### config.mk
export PLATFORM = sky130hd
export DESIGN_NAME = axi_arbiter
export DESIGN_NICKNAME = d
export VERILOG_FILES = /design/src/rtl/axi_arbiter.sv
export SDC_FILE = /design/constraint.sdc
export NUM_CORES = 1
export LEC_CHECK = 0
export ABC_AREA = 1
export BUFFER_PORTS_ARGS = -buffer_cell sky130_fd_sc_hd__buf_2
export CORE_MARGIN = 5
export CORE_UTILIZATION = 49
export DETAILED_ROUTE_END_ITERATION = 6
export GPL_TIMING_DRIVEN = 0
export PLACE_DENSITY = 0.78
export SLEW_MARGIN = 0
export SYNTH_ARGS = -nofsm -noshare
export SYNTH_HDL_FRONTEND = slang
export SYNTH_SLANG_ARGS = --single-unit
### constraint.sdc
create_clock -name clk -period 2 [get_ports clk]
set_input_delay 0.2 -clock clk [delete_from_list [all_inputs] [get_ports clk]]
set_output_delay 0.2 -clock clk [all_outputs]
set_load 0.02 [all_outputs]
### src/rtl/axi_arbiter.sv
`default_nettype none
// ============================================================================
// Module   : axi_arbiter
// Brief    : Two-requester round-robin arbiter that sequences single read or
//            write transactions onto the seven-segment memory slave.
//            Optional abort timer enabled by defining ARB_TIMEOUT_EN.
// Revision : 1.0 - initial release
// ============================================================================
module axi_arbiter #(
    parameter int TIMEOUT = 16
) (
    input  logic       clk,
    input  logic       reset_n,
    input  logic [1:0] req,
    input  logic [1:0] req_we,
    input  logic [7:0] req_addr,
    input  logic [7:0] req_data,
    output logic [1:0] ack,
    output logic       err,
    output logic [7:0] rdata,
    output logic       busy,
    output logic [3:0] m_addr,
    output logic       m_arvalid,
    input  logic       s_arready,
    output logic       m_rready,
    input  logic       s_rvalid,
    input  logic [7:0] s_rdata,
    output logic       m_awvalid,
    input  logic       s_awready,
    output logic       m_wvalid,
    output logic [3:0] m_wdata,
    input  logic       s_wready
);

    localparam logic [2:0] S_IDLE   = 3'd0;
    localparam logic [2:0] S_RD_AR  = 3'd1;
    localparam logic [2:0] S_RD_R   = 3'd2;
    localparam logic [2:0] S_RD_CAP = 3'd3;
    localparam logic [2:0] S_WR_AW  = 3'd4;
    localparam logic [2:0] S_WR_W   = 3'd5;
    localparam logic [2:0] S_DONE   = 3'd6;

    if (TIMEOUT < 2 || TIMEOUT > 255) begin : g_timeout_range
        $error("axi_arbiter: TIMEOUT must lie in 2..255");
    end

    logic [2:0] state_q, state_d;
    logic       last_grant_q, last_grant_d;
    logic       grant_q, grant_d;
    logic [3:0] addr_q, addr_d;
    logic [3:0] data_q, data_d;
    logic       flag_q, flag_d;
    logic [1:0] ack_q, ack_d;
    logic       err_q, err_d;
    logic [7:0] rdata_q, rdata_d;
    logic       busy_q, busy_d;
    logic [3:0] m_addr_q, m_addr_d;
    logic [3:0] m_wdata_q, m_wdata_d;
    logic       m_arvalid_q, m_arvalid_d;
    logic       m_rready_q, m_rready_d;
    logic       m_awvalid_q, m_awvalid_d;
    logic       m_wvalid_q, m_wvalid_d;

`ifdef ARB_TIMEOUT_EN
    localparam logic [7:0] TIMEOUT_C = 8'(TIMEOUT);
    logic [7:0] cnt_q, cnt_d;
`endif

    always_comb begin
        state_d      = state_q;
        last_grant_d = last_grant_q;
        grant_d      = grant_q;
        addr_d       = addr_q;
        data_d       = data_q;
        flag_d       = flag_q;
        rdata_d      = rdata_q;
`ifdef ARB_TIMEOUT_EN
        cnt_d        = cnt_q;
`endif
        case (state_q)
            S_IDLE: begin
                if (req != 2'b00) begin
                    // On contention the requester that did not win last time goes first
                    grant_d      = (req == 2'b11) ? ~last_grant_q : req[1];
                    last_grant_d = grant_d;
                    addr_d       = grant_d ? req_addr[7:4] : req_addr[3:0];
                    data_d       = grant_d ? req_data[7:4] : req_data[3:0];
`ifdef ARB_TIMEOUT_EN
                    cnt_d        = 8'd0;
`endif
                    if (!req_we[grant_d]) begin
                        state_d = S_RD_AR;
                    end else if (addr_d == 4'd0) begin
                        // Address 0 is read-only: reject without touching the slave
                        state_d = S_DONE;
                        flag_d  = 1'b1;
                    end else begin
                        state_d = S_WR_AW;
                    end
                end
            end
            S_RD_AR:  if (s_arready) state_d = S_RD_R;
            S_RD_R:   if (s_rvalid)  state_d = S_RD_CAP;
            S_RD_CAP: begin
                rdata_d = s_rdata;
                state_d = S_DONE;
            end
            S_WR_AW:  if (s_awready) state_d = S_WR_W;
            S_WR_W:   if (s_wready)  state_d = S_DONE;
            S_DONE: begin
                flag_d  = 1'b0;
                state_d = S_IDLE;
            end
            default:  state_d = S_IDLE;
        endcase
`ifdef ARB_TIMEOUT_EN
        // A stalled handshake that has used up its budget is abandoned
        if (state_q != S_IDLE && state_q != S_DONE) begin
            cnt_d = cnt_q + 8'd1;
            if (state_d == state_q && cnt_d == TIMEOUT_C) begin
                state_d = S_DONE;
                flag_d  = 1'b1;
            end
        end
`endif
    end

    always_comb begin
        busy_d      = (state_d != S_IDLE);
        ack_d       = (state_d == S_DONE) ? (grant_d ? 2'b10 : 2'b01) : 2'b00;
        err_d       = (state_d == S_DONE) && flag_d;
        m_addr_d    = busy_d ? addr_d : 4'd0;
        m_wdata_d   = busy_d ? data_d : 4'd0;
        m_arvalid_d = (state_d == S_RD_AR) || (state_d == S_RD_R);
        m_rready_d  = (state_d == S_RD_R);
        m_awvalid_d = (state_d == S_WR_AW) || (state_d == S_WR_W);
        m_wvalid_d  = (state_d == S_WR_W);
    end

    always_ff @(posedge clk or negedge reset_n) begin
        if (!reset_n) begin
            state_q      <= S_IDLE;
            last_grant_q <= 1'b1;
            grant_q      <= 1'b0;
            addr_q       <= 4'd0;
            data_q       <= 4'd0;
            flag_q       <= 1'b0;
            ack_q        <= 2'b00;
            err_q        <= 1'b0;
            rdata_q      <= 8'd0;
            busy_q       <= 1'b0;
            m_addr_q     <= 4'd0;
            m_wdata_q    <= 4'd0;
            m_arvalid_q  <= 1'b0;
            m_rready_q   <= 1'b0;
            m_awvalid_q  <= 1'b0;
            m_wvalid_q   <= 1'b0;
        end else begin
            state_q      <= state_d;
            last_grant_q <= last_grant_d;
            grant_q      <= grant_d;
            addr_q       <= addr_d;
            data_q       <= data_d;
            flag_q       <= flag_d;
            ack_q        <= ack_d;
            err_q        <= err_d;
            rdata_q      <= rdata_d;
            busy_q       <= busy_d;
            m_addr_q     <= m_addr_d;
            m_wdata_q    <= m_wdata_d;
            m_arvalid_q  <= m_arvalid_d;
            m_rready_q   <= m_rready_d;
            m_awvalid_q  <= m_awvalid_d;
            m_wvalid_q   <= m_wvalid_d;
        end
    end

`ifdef ARB_TIMEOUT_EN
    always_ff @(posedge clk or negedge reset_n) begin
        if (!reset_n) begin
            cnt_q <= 8'd0;
        end else begin
            cnt_q <= cnt_d;
        end
    end
`endif

    assign ack       = ack_q;
    assign err       = err_q;
    assign rdata     = rdata_q;
    assign busy      = busy_q;
    assign m_addr    = m_addr_q;
    assign m_wdata   = m_wdata_q;
    assign m_arvalid = m_arvalid_q;
    assign m_rready  = m_rready_q;
    assign m_awvalid = m_awvalid_q;
    assign m_wvalid  = m_wvalid_q;

endmodule
`default_nettype wire

==> qor.tcl <==
set qor(run_status) {finished clean}
set qor(use_met3) 0.0729
set qor(utilization) 0.635
set qor(min_period_over_period) 0.850
set qor(timing.final.hold_violations) 0
set qor(hold_class) {in -> reg}
set qor(worst_slew_pin_slew_ns) 0.809
set qor(max-slew-margin-rel) 0.460
set qor(timing.final.max_slew_violations) 0
set qor(start_kind) {register}
set qor(dr.first_iter.drc_count) 47
set qor(grt_most_used_layer) {met2}
set qor(design.die.area_um2) 4750
set qor(netlist_top_cells_area) {sky130_fd_sc_hd__dfrtp_1, sky130_fd_sc_hd__inv_1, sky130_fd_sc_hd__nand2_1, sky130_fd_sc_hd__mux2_2, sky130_fd_sc_hd__nor2_1}
set qor(setup_violations) 0
set qor(core_um2) 3340
set qor(routedWlPerCell_um) 11.3
set qor(antenna_violations_before_repair) 0
set qor(ys_ff_latch) 38
set qor(antenna_viol_nets_final) 0
set qor(grt_use_total) 0.158
set qor(cts-root-to-sink-buffers) 2
set qor(fmax_ghz) 0.588
set qor(worstPathRequired_ns) 2.28
set qor(rsz0062_at_grt) {no}
set qor(timing.setup.tns_ns) 0
set qor(rr_startpoint) {last_grant_q}
set qor(yosysUniqueCellTypes) 24
set qor(synth_largest_area_cell) {sky130_fd_sc_hd__dfrtp_1}
set qor(post-cts-setup-buffers) 0
set qor(fp-row-count) 21
set qor(hold_depth) 2
set qor(routed_wirelength_um) 3340
set qor(most_used_flip_flop_cell_after_synthesis) {sky130_fd_sc_hd__dfrtp_1}
set qor(yosysWarningCount) 0
set qor(clkLatencyLatePin_ns) 0.35
set qor(drv.max_cap_violation_count) 0
set qor(overflow) 0
set qor(clock_sink_count) 38
set qor(leakage_power_nw) 1.18
set qor(largest_driver_fanout_on_the_critical_path) 10
set qor(numPortBuffers) 57
set qor(critical_path_class) {reg -> reg}
set qor(endpoint_kind) {register}
set qor(floorplan.initialDensity) 0.510
set qor(powerDensity_nw_per_um2) 1550
set qor(syn-cell-area_um2) 1700
set qor(floorplan.io_pins) 58
set qor(final_net_count) 282
set qor(cts_inserted_buffers) 5
set qor(die_outline_height_um) 68.9
set qor(netlist_instances) 183
set qor(grt_util_met1) 0.180
set qor(grt_max_degree) 39
set qor(synth_largest_type_area_fraction) 0.544
set qor(first_global_vias) 1237
set qor(finalCriticalPeriod_ns) 1.70
set qor(grt_first_pass_wirelength_um) 5330
set qor(synthArstFlopShare) 1.00
set qor(n_antenna_cell) 0
set qor(design_area_um2) 2120
set qor(irDropWorstVdd_mv) 0.729
set qor(clk_root_buffer_cell) {sky130_fd_sc_hd__clkbuf_4}
set qor(synth_edf_count) 0
set qor(area_delta_synth_final_pct) 24.5
set qor(drive_gt1_frac) 0.390
set qor(synth.most_common_cell) {sky130_fd_sc_hd__dfrtp_1}
set qor(tritoncts) {yes}
set qor(finalWeightedCongestion) 0.801
set qor(synth.yosys.seq_area_share) 0.560
set qor(cts.htree.levels) 2
set qor(use_met2) 0.255
set qor(routed_via_density) 4.46
set qor(worst_ep_arrival_time_ns) 1.98
set qor(min_from) {s_wready}
set qor(place_area_um2) 2040
set qor(drt_first_pass_iters) 4
set qor(drc) 0
set qor(avgSynthCellArea_um2) 9.30
set qor(hpwl_um) 2550
set qor(clock-skew-final_ns) 0.0125
set qor(clk_pin_slew_worst_paths_ns) 0.12
set qor(route.vias.total) 1317
set qor(post_synth_most_frequent_cells) {sky130_fd_sc_hd__dfrtp_1, sky130_fd_sc_hd__inv_1, sky130_fd_sc_hd__nand2_1}
set qor(worst_r2r_path_depth) 11
set qor(worst_setup_path_startpoint) {last_grant_q}
set qor(synthesis.nets) 217
set qor(floorplan_die_width_um) 68.9
state kept, by name, summed over array words and instances, names as in the netlist:
signal	cells
m_addr	4
state_q	3
addr_q	4
err	1
flag_q	1
grant_q	1
m_wvalid	1
rdata	8
busy	1
ack	2
m_arvalid	1
m_wdata	4
data_q	4
last_grant_q	1
m_rready	1
m_awvalid	1
through the flow:
step	setup WS, ns	total power, mW	cells	hold WS, ns
floorplan	0.538	2.44	183	-0.0956
global placement	0.338	2.87	286	0.338
detailed placement	0.291	2.91	286	0.333
CTS	0.263	3.34	295	0.0476
global route	0.0867	3.60	295	0.0411
finish	0.300	3.29	295	0.0626
cell families (layout without fill, tap and decap cells):
group / count (synthesis) / count (layout) / synth area share
DFF: 38 / 38 / 0.560
buffers and inverters: 38 / 104 / 0.0926
and+or+nand+nor: 87 / 87 / 0.256
AOI/OAI and AO/OA: 12 / 12 / 0.0390
muxes: 8 / 8 / 0.0529
cell usage in the layout, fill, tap and decap left out, types with 3 or more instances in the layout:
cell type,instances
sky130_fd_sc_hd__buf_2,57
sky130_fd_sc_hd__clkbuf_4,5
sky130_fd_sc_hd__dfrtp_1,37
sky130_fd_sc_hd__inv_1,31
sky130_fd_sc_hd__inv_2,5
sky130_fd_sc_hd__mux2_2,8
sky130_fd_sc_hd__nand2_1,25
sky130_fd_sc_hd__nand2_2,3
sky130_fd_sc_hd__nand3_1,12
sky130_fd_sc_hd__nand3_2,3
sky130_fd_sc_hd__nor2_1,24
sky130_fd_sc_hd__nor2_2,4
sky130_fd_sc_hd__o21ai_0,7
sky130_fd_sc_hd__or2_1,6
layer usage:
metal | vias to the layer above | wire, um | part of all wire
met3 | 8 | 325 | 0.097
met5 | - | 0 | 0
met4 | 0 | 71 | 0.021
met1 | 582 | 1390 | 0.42
li1 | 685 | - | -
met2 | 42 | 1550 | 0.46
final timing paths:
check	to	slack [ns]
worst max-delay path	err	0.30
max in group asynchronous	err	1.00
worst min register to register	grant_q	0.50
min in group asynchronous	addr_q[0]	0.48
worst min-delay path	m_wvalid	0.06
worst max register to register	err	0.30
where the power goes:
part | internal (mW) | switching (mW) | leakage (nW) | total, mW
Combinational | 0.604 | 1.00 | 0.689 | 1.60
Sequential | 1.14 | 0.127 | 0.454 | 1.27
Clock | 0.169 | 0.252 | 0.0343 | 0.421
critical path, cell delays in order (launching register included):
cell                      delay, ns
sky130_fd_sc_hd__dfstp_2       0.56
sky130_fd_sc_hd__nand2_2       0.10
sky130_fd_sc_hd__nand2_2       0.10
sky130_fd_sc_hd__buf_6         0.14
sky130_fd_sc_hd__nand2_1       0.05
sky130_fd_sc_hd__nand2_1       0.07
sky130_fd_sc_hd__nand2_1       0.06
sky130_fd_sc_hd__nor2_1        0.12
sky130_fd_sc_hd__nand2_1       0.11
sky130_fd_sc_hd__nand2_2       0.11
sky130_fd_sc_hd__nand3_2       0.09
sky130_fd_sc_hd__nor2_1        0.11
area by class of cell:
| cell class | instances | area [um2] |
|---|---|---|
| Fill cell | 303 | 1220 |
| Sequential cell | 38 | 952 |
| Multi-Input combinational cell | 107 | 592 |
| Timing Repair Buffer | 58 | 295 |
| Inverter | 36 | 135 |
| Tap cell | 46 | 57.6 |
| Clock buffer | 6 | 51.3 |
| Buffer | 2 | 22.5 |
| Clock inverter | 2 | 12.5 |
repair_timing:
action | CTS | global route
endpoints found under the hold margin | 37 | 0
gates resized for setup | 0 | 0
hold buffers | 1 | 0
Power figures use the tool's default switching activity.
